### src/rtl/sysid_check_pkg.sv
// Shared types and sizing helpers for the system-ID checker.
package sysid_check_pkg;

   typedef enum logic [1:0] {
      IDLE   = 2'd0,
      RD_ID  = 2'd1,
      RD_TS  = 2'd2,
      FINISH = 2'd3
   } state_t;

   localparam logic ADDR_ID = 1'b0;
   localparam logic ADDR_TS = 1'b1;
   localparam int   DATA_W  = 32;

   // Bits needed to hold 0..maxval, never less than one.
   function automatic int cnt_w(input int maxval);
      int w;
      w = 1;
      while ((1 << w) <= maxval) w = w + 1;
      return w;
   endfunction

endpackage

### src/rtl/sysid_check_timer.sv
// Saturating stall counter: clr reloads zero, en counts, expired flags the limit.
module sysid_check_timer
   import sysid_check_pkg::*;
#(
   parameter int LIMIT = 1023,
   parameter int W     = cnt_w(LIMIT)
) (
   input  logic clk,
   input  logic reset_n,
   input  logic clr,
   input  logic en,
   output logic expired
);

   localparam logic [W-1:0] LIM = W'(LIMIT);

   logic [W-1:0] cnt;

   always_ff @(posedge clk or negedge reset_n) begin
      if (!reset_n) begin
         cnt <= '0;
      end else if (clr) begin
         cnt <= '0;
      end else if (en && (cnt != LIM)) begin
         cnt <= cnt + 1'b1;
      end
   end

   assign expired = (cnt == LIM);

endmodule

### src/rtl/sysid_check.sv
// Avalon-MM read master that fetches the system ID and build timestamp and
// compares them with the values this software build expects.
module sysid_check
   import sysid_check_pkg::*;
#(
   parameter logic [31:0] EXPECTED_ID    = 32'd1306474855,
   parameter logic [31:0] EXPECTED_TS    = 32'd1305651299,
   parameter bit          CHECK_TS       = 1'b1,
   parameter bit          AUTO_START     = 1'b1,
   parameter int          TIMEOUT_CYCLES = 1023,
   parameter int          MAX_RETRIES    = 2
) (
   input  logic        clk,
   input  logic        reset_n,
   input  logic        start,
   output logic        avm_address,
   output logic        avm_read,
   input  logic [31:0] avm_readdata,
   input  logic        avm_waitrequest,
   output logic        busy,
   output logic        done,
   output logic        id_ok,
   output logic        ts_ok,
   output logic        pass,
   output logic        timeout,
   output logic [31:0] id_value,
   output logic [31:0] ts_value
);

   localparam int            RW    = cnt_w(MAX_RETRIES);
   localparam logic [RW-1:0] MAX_R = RW'(MAX_RETRIES);

   state_t        state, state_n;
   logic          gap, gap_n;
   logic          auto_pend;
   logic [RW-1:0] retry_cnt, retry_n;
   logic          tmr_clr, tmr_en, expired;
   logic          go, cap_id, cap_ts, to_set;

   sysid_check_timer #(.LIMIT(TIMEOUT_CYCLES)) u_timer (
      .clk     (clk),
      .reset_n (reset_n),
      .clr     (tmr_clr),
      .en      (tmr_en),
      .expired (expired)
   );

   always_ff @(posedge clk or negedge reset_n) begin
      if (!reset_n) begin
         state     <= IDLE;
         gap       <= 1'b0;
         auto_pend <= AUTO_START;
         retry_cnt <= '0;
      end else begin
         state     <= state_n;
         gap       <= gap_n;
         retry_cnt <= retry_n;
         if (go) auto_pend <= 1'b0;
      end
   end

   // The expiry cycle itself doubles as the idle cycle before a retry.
   always_comb begin
      state_n     = state;
      gap_n       = gap;
      retry_n     = retry_cnt;
      avm_read    = 1'b0;
      avm_address = ADDR_ID;
      tmr_clr     = 1'b1;
      tmr_en      = 1'b0;
      go          = 1'b0;
      cap_id      = 1'b0;
      cap_ts      = 1'b0;
      to_set      = 1'b0;
      case (state)
         IDLE: begin
            if (start || auto_pend) begin
               state_n = RD_ID;
               gap_n   = 1'b0;
               retry_n = '0;
               go      = 1'b1;
            end
         end
         RD_ID, RD_TS: begin
            avm_address = (state == RD_TS) ? ADDR_TS : ADDR_ID;
            if (gap) begin
               gap_n = 1'b0;
            end else if (expired) begin
               if (retry_cnt < MAX_R) begin
                  retry_n = retry_cnt + 1'b1;
                  state_n = RD_ID;
               end else begin
                  state_n = FINISH;
                  to_set  = 1'b1;
               end
            end else begin
               avm_read = 1'b1;
               tmr_clr  = 1'b0;
               tmr_en   = avm_waitrequest;
               if (!avm_waitrequest) begin
                  if (state == RD_ID) begin
                     cap_id  = 1'b1;
                     state_n = RD_TS;
                     gap_n   = 1'b1;
                  end else begin
                     cap_ts  = 1'b1;
                     state_n = FINISH;
                  end
               end
            end
         end
         FINISH: state_n = IDLE;
         default: state_n = IDLE;
      endcase
   end

   // pass is resolved on entry to FINISH so it is valid alongside done.
   always_ff @(posedge clk or negedge reset_n) begin
      if (!reset_n) begin
         id_ok    <= 1'b0;
         ts_ok    <= 1'b0;
         pass     <= 1'b0;
         timeout  <= 1'b0;
         id_value <= '0;
         ts_value <= '0;
      end else begin
         if (go) begin
            id_ok   <= 1'b0;
            ts_ok   <= 1'b0;
            pass    <= 1'b0;
            timeout <= 1'b0;
         end
         if (cap_id) begin
            id_value <= avm_readdata;
            id_ok    <= (avm_readdata == EXPECTED_ID);
         end
         if (cap_ts) begin
            ts_value <= avm_readdata;
            ts_ok    <= (avm_readdata == EXPECTED_TS);
            pass     <= id_ok && ((avm_readdata == EXPECTED_TS) || !CHECK_TS);
         end
         if (to_set) begin
            timeout <= 1'b1;
            pass    <= 1'b0;
         end
      end
   end

   assign busy = (state != IDLE);
   assign done = (state == FINISH);

endmodule

### config.mk
export PLATFORM = sky130hd
export DESIGN_NAME = sysid_check
export DESIGN_NICKNAME = d
export VERILOG_FILES = /design/src/rtl/sysid_check_pkg.sv /design/src/rtl/sysid_check_timer.sv /design/src/rtl/sysid_check.sv
export SDC_FILE = /design/constraint.sdc
export NUM_CORES = 1
export LEC_CHECK = 0
export CAP_MARGIN = 20
export CORE_MARGIN = 1
export CORE_UTILIZATION = 47
export CTS_CLUSTER_DIAMETER = 80
export DETAILED_ROUTE_END_ITERATION = 8
export GPL_ROUTABILITY_DRIVEN = 1
export PLACE_DENSITY = 0.8
export SYNTH_ARGS = -nofsm -noshare
export SYNTH_HDL_FRONTEND = slang
export SYNTH_SLANG_ARGS = --single-unit
### constraint.sdc
create_clock -name clk -period 2.3 [get_ports clk]
set_clock_uncertainty 0.05 [all_clocks]
set_input_delay 0.345 -clock clk [delete_from_list [all_inputs] [get_ports clk]]
set_output_delay 0.345 -clock clk [all_outputs]
set_load 0.02 [all_outputs]
==> impl.org <==
** Outcome
- The flow ran to the end, and the final reports show no timing, DRC or antenna violations.

** Floorplanning
- The die covers 8180 µm².
- Cell row count :: 31
- Initial core utilization :: 49.6%
- Standard cell core area :: 7410 µm²
- about 110 I/O pins were placed.
- Die X-Extent :: 90.4 µm
- Overall die height :: 90.4 µm

** STA
- The hold violation total from the final report came to 0.
- Tcrit/Tclk final :: between 90 and 100%
- Setup repair after global routing left no endpoint under its margin.
- Final min period :: approximately 2.2 ns
- At the pin with the least slew margin, the transition time is 0.465 ns.
- Remaining max-slew budget at the tightest pin :: around 69%
- Timing would allow up to approximately 460 MHz.
- Count of final max-slew check failures :: 0
- Sum of negative setup slack :: 0 ns
- Setup violations remaining at the end of the flow were counted as 0.

** Global route
- Initial antenna violation count :: 0
- The via count of the first global-routing pass came to 2838.
- Across every metal layer, demand over resource in global routing totals 22.2%.
- Summed over all layers, the global routing overflow is 0.
- First-pass GRT wire length :: 14.0 mm
- Largest net degree at the start of global routing :: 36

** Critical path
- The critical path runs through a total of 7 cells.
- The worst setup path is captured at a register.
- Crit path cell chain :: inv_1, ha_2, nor4b_2, buf_4, o31ai_4, buf_4, mux2_1
- STA classifies the critical path startpoint as a register.
- Start-to-end type of the worst setup path :: register to register
- Together, buffers and inverters on the worst path number 3.
- Crit path required time :: 2.49 ns
- Master of the slowest instance on the critical path :: sky130_fd_sc_hd__ha_2
- Grouping stages by cell kind, the critical path spends the most delay in buffers and inverters.
- Data arrives at the worst endpoint at 2.35 ns.
- In this design, the critical path's most frequently occurring cell is sky130_fd_sc_hd__buf_4.
- Along the worst path, the maximum fanout reaches 8.
- Maximum single-stage delay on the critical path :: 0.39 ns
- Number of cells traversed by the worst register-to-register path :: 7

** Yosys
- For this run, asynchronously set or reset flops after synthesis account for 100%.
- The synthesized design contains 84 register bits.
- Of all cell types, the one taking the most synthesized area is sky130_fd_sc_hd__dfrtp_1.
- By area the synthesized netlist is led by sky130_fd_sc_hd__dfrtp_1, sky130_fd_sc_hd__mux2_2, sky130_fd_sc_hd__mux2_1.
- The number of nets in the synthesized netlist is 310.
- Of the synthesized area, sequential elements account for between 50% and 60%.
- Most frequent cells after synthesis :: sky130_fd_sc_hd__dfrtp_1, sky130_fd_sc_hd__mux2_2, sky130_fd_sc_hd__mux2_1, sky130_fd_sc_hd__nor2_1, sky130_fd_sc_hd__nand2_1
- Number of distinct standard cells referenced by the synthesized netlist :: 42
- In this run the biggest area consumer among cell types represents 56.5% of the synthesized area.
- Leading register cell type out of synthesis :: sky130_fd_sc_hd__dfrtp_1
- Each instance of the synthesized netlist takes up on average approximately 14 µm².
- In this run, synthesis inferred 0 flip-flops with an integrated enable.
- Netlist area before placement :: 3680 µm²
- Synthesis produced a netlist whose cell count is 268.
- Most common cell in the synthesized netlist :: sky130_fd_sc_hd__dfrtp_1
- Number of warning messages in the yosys log :: 0

** Final layout
- Post-synthesis to final-layout area growth :: 41.2%
- The repair_antennas step left the layout with diodes totalling 0.
- The final layout contains about 440 nets.
- The finished cells cover 5190 µm².
- Leaving out filler cells and counting taps, the final layout contains 496.
- Cells with a size suffix above 1 make up 23.7% of the layout.

** Min path
- Hold Crit Class :: primary input to asynchronous set/reset pin

** Power and ir drop
- Power density over the cells :: 1420 nW/µm²
- The worst-case IR drop observed on VDD is 811 µV.
- Leak Pwr :: 2.21 nW

** Drt
- For this block, the initial DRC count from the detailed router was 127.
- The count of nets left with antenna violations once routing finished came out at 0.
- Wire length per cell :: roughly 17 µm
- For this run, the detailed router's first-pass iteration total came to 4.
- Detailed-route DRC error count :: 0
- For this block, the via count after detailed routing is 2647.
- DRT Wirelength :: 8.56 mm
- After detailed routing, the number of vias per cell comes to 5.34.

** CTS
- Clock transition at the register clock pins on the worst setup and hold paths after CTS :: 0.08 ns
- Maximum level of the CTS H-tree :: 3
- Root Driver :: sky130_fd_sc_hd__clkbuf_8
- CTS tree :: built
- Clock latency on the worst-skew pair, taken at its later pin, is approximately 0.36 ns.
- CTS sink count :: 84
- Clock buffer depth :: 2
- Number of buffers created by CTS :: 9

** Place
- Port Buf Inserts :: between 100 and 150
- Gpl congestion :: 0.812
- Detailed placement ended at an HPWL of 6.24 mm.
- Inst Count DP :: 479
- Placement-stage cell area :: 4960 µm²

** Job
- Max Cap Viol :: 0
==> per-layer routing <==
metal  global-route usage [%]  vias to the layer above  routed length (µm)
met4                     11.3                        0                 227
li1                         -                     1216                   -
met5                        0                        -                   0
met1                     28.2                     1320                3640
met2                     33.7                       93                4030
met3                     7.83                       18                 653
==> repair_timing <==
item	4_1_cts	5_1_grt
gates resized for setup	1	4
endpoints found under the hold margin	31	0
setup buffers	0	1
setup endpoints to repair	1	3
hold buffers	1	0
pin swaps	0	1
==> layout by cell type (no fill, tap or decap), types with 3 or more instances in the layout <==
cell type / n
sky130_fd_sc_hd__clkdlybuf4s50_1: 105
sky130_fd_sc_hd__dfrtp_1: 83
sky130_fd_sc_hd__mux2_2: 52
sky130_fd_sc_hd__mux2_1: 13
sky130_fd_sc_hd__nor2_1: 13
sky130_fd_sc_hd__buf_4: 13
sky130_fd_sc_hd__nand2_1: 11
sky130_fd_sc_hd__clkbuf_8: 10
sky130_fd_sc_hd__nand4_1: 8
sky130_fd_sc_hd__inv_1: 7
sky130_fd_sc_hd__nand3_1: 7
sky130_fd_sc_hd__o21ai_0: 5
sky130_fd_sc_hd__xnor2_1: 5
sky130_fd_sc_hd__mux2i_1: 5
sky130_fd_sc_hd__ha_1: 5
sky130_fd_sc_hd__nor2b_1: 4
sky130_fd_sc_hd__a21oi_1: 4
sky130_fd_sc_hd__buf_12: 4
sky130_fd_sc_hd__and3_1: 3
sky130_fd_sc_hd__xor2_1: 3
sky130_fd_sc_hd__or4b_1: 3
==> metrics by stage <==
step	setup slack, ns	power [mW]	hold WS, ns	utilization [%]
6_report	0.137	7.35	0.429	70.0
2_1_floorplan	0.352	4.44	-0.000591	-
3_5_place_dp	-0.0856	6.22	0.282	66.9
5_1_grt	0.0377	7.72	0.453	70.0
3_3_place_gp	0.0474	6.14	0.273	66.9
4_1_cts	0.00817	7.40	0.436	69.9
==> flip-flops by register name, summed over array words and instances (netlist names) <==
register,cells
ts_ok,1
id_ok,1
timeout,1
state,2
auto_pend,1
retry_cnt,2
id_value,32
ts_value,32
gap,1
u_timer.cnt,10
pass,1
==> cell families after synthesis <==
group	share of synthesized area, %
DFF	57.2
muxes	21.3
and+or+nand+nor	10.3
AOI/OAI and AO/OA	4.56
buffers and inverters	2.72
xor gates and xnor gates	1.91
adders and majority gates	2.04
==> worst paths after layout <==
path                          start      endpoint  slack [ns]
max                        state[1]  ts_value[27]        0.14
min                         reset_n       timeout        0.43
max reg2reg                state[1]  ts_value[27]        0.14
min reg2reg                 timeout       timeout        0.43
max in group asynchronous   reset_n   ts_value[8]        1.20
min in group clk            timeout       timeout        0.43
==> where the power goes <==
group	leakage (nW)	internal [mW]	switching, mW
sequential	1.03	2.10	0.331
combinational	1.07	1.97	1.80
clock	0.109	0.636	0.519
==> cell type report <==
cell class                 count  area (µm²)
fill                         529        2220
sequential                    84        2100
multi-input combinational    167        1480
timing repair buffer         124        1240
clock buffer                  11         141
tap                           99         124
clock inverter                 4        73.8
inverter                       7        26.3
Note: power is estimated with default switching activity, not from simulation.
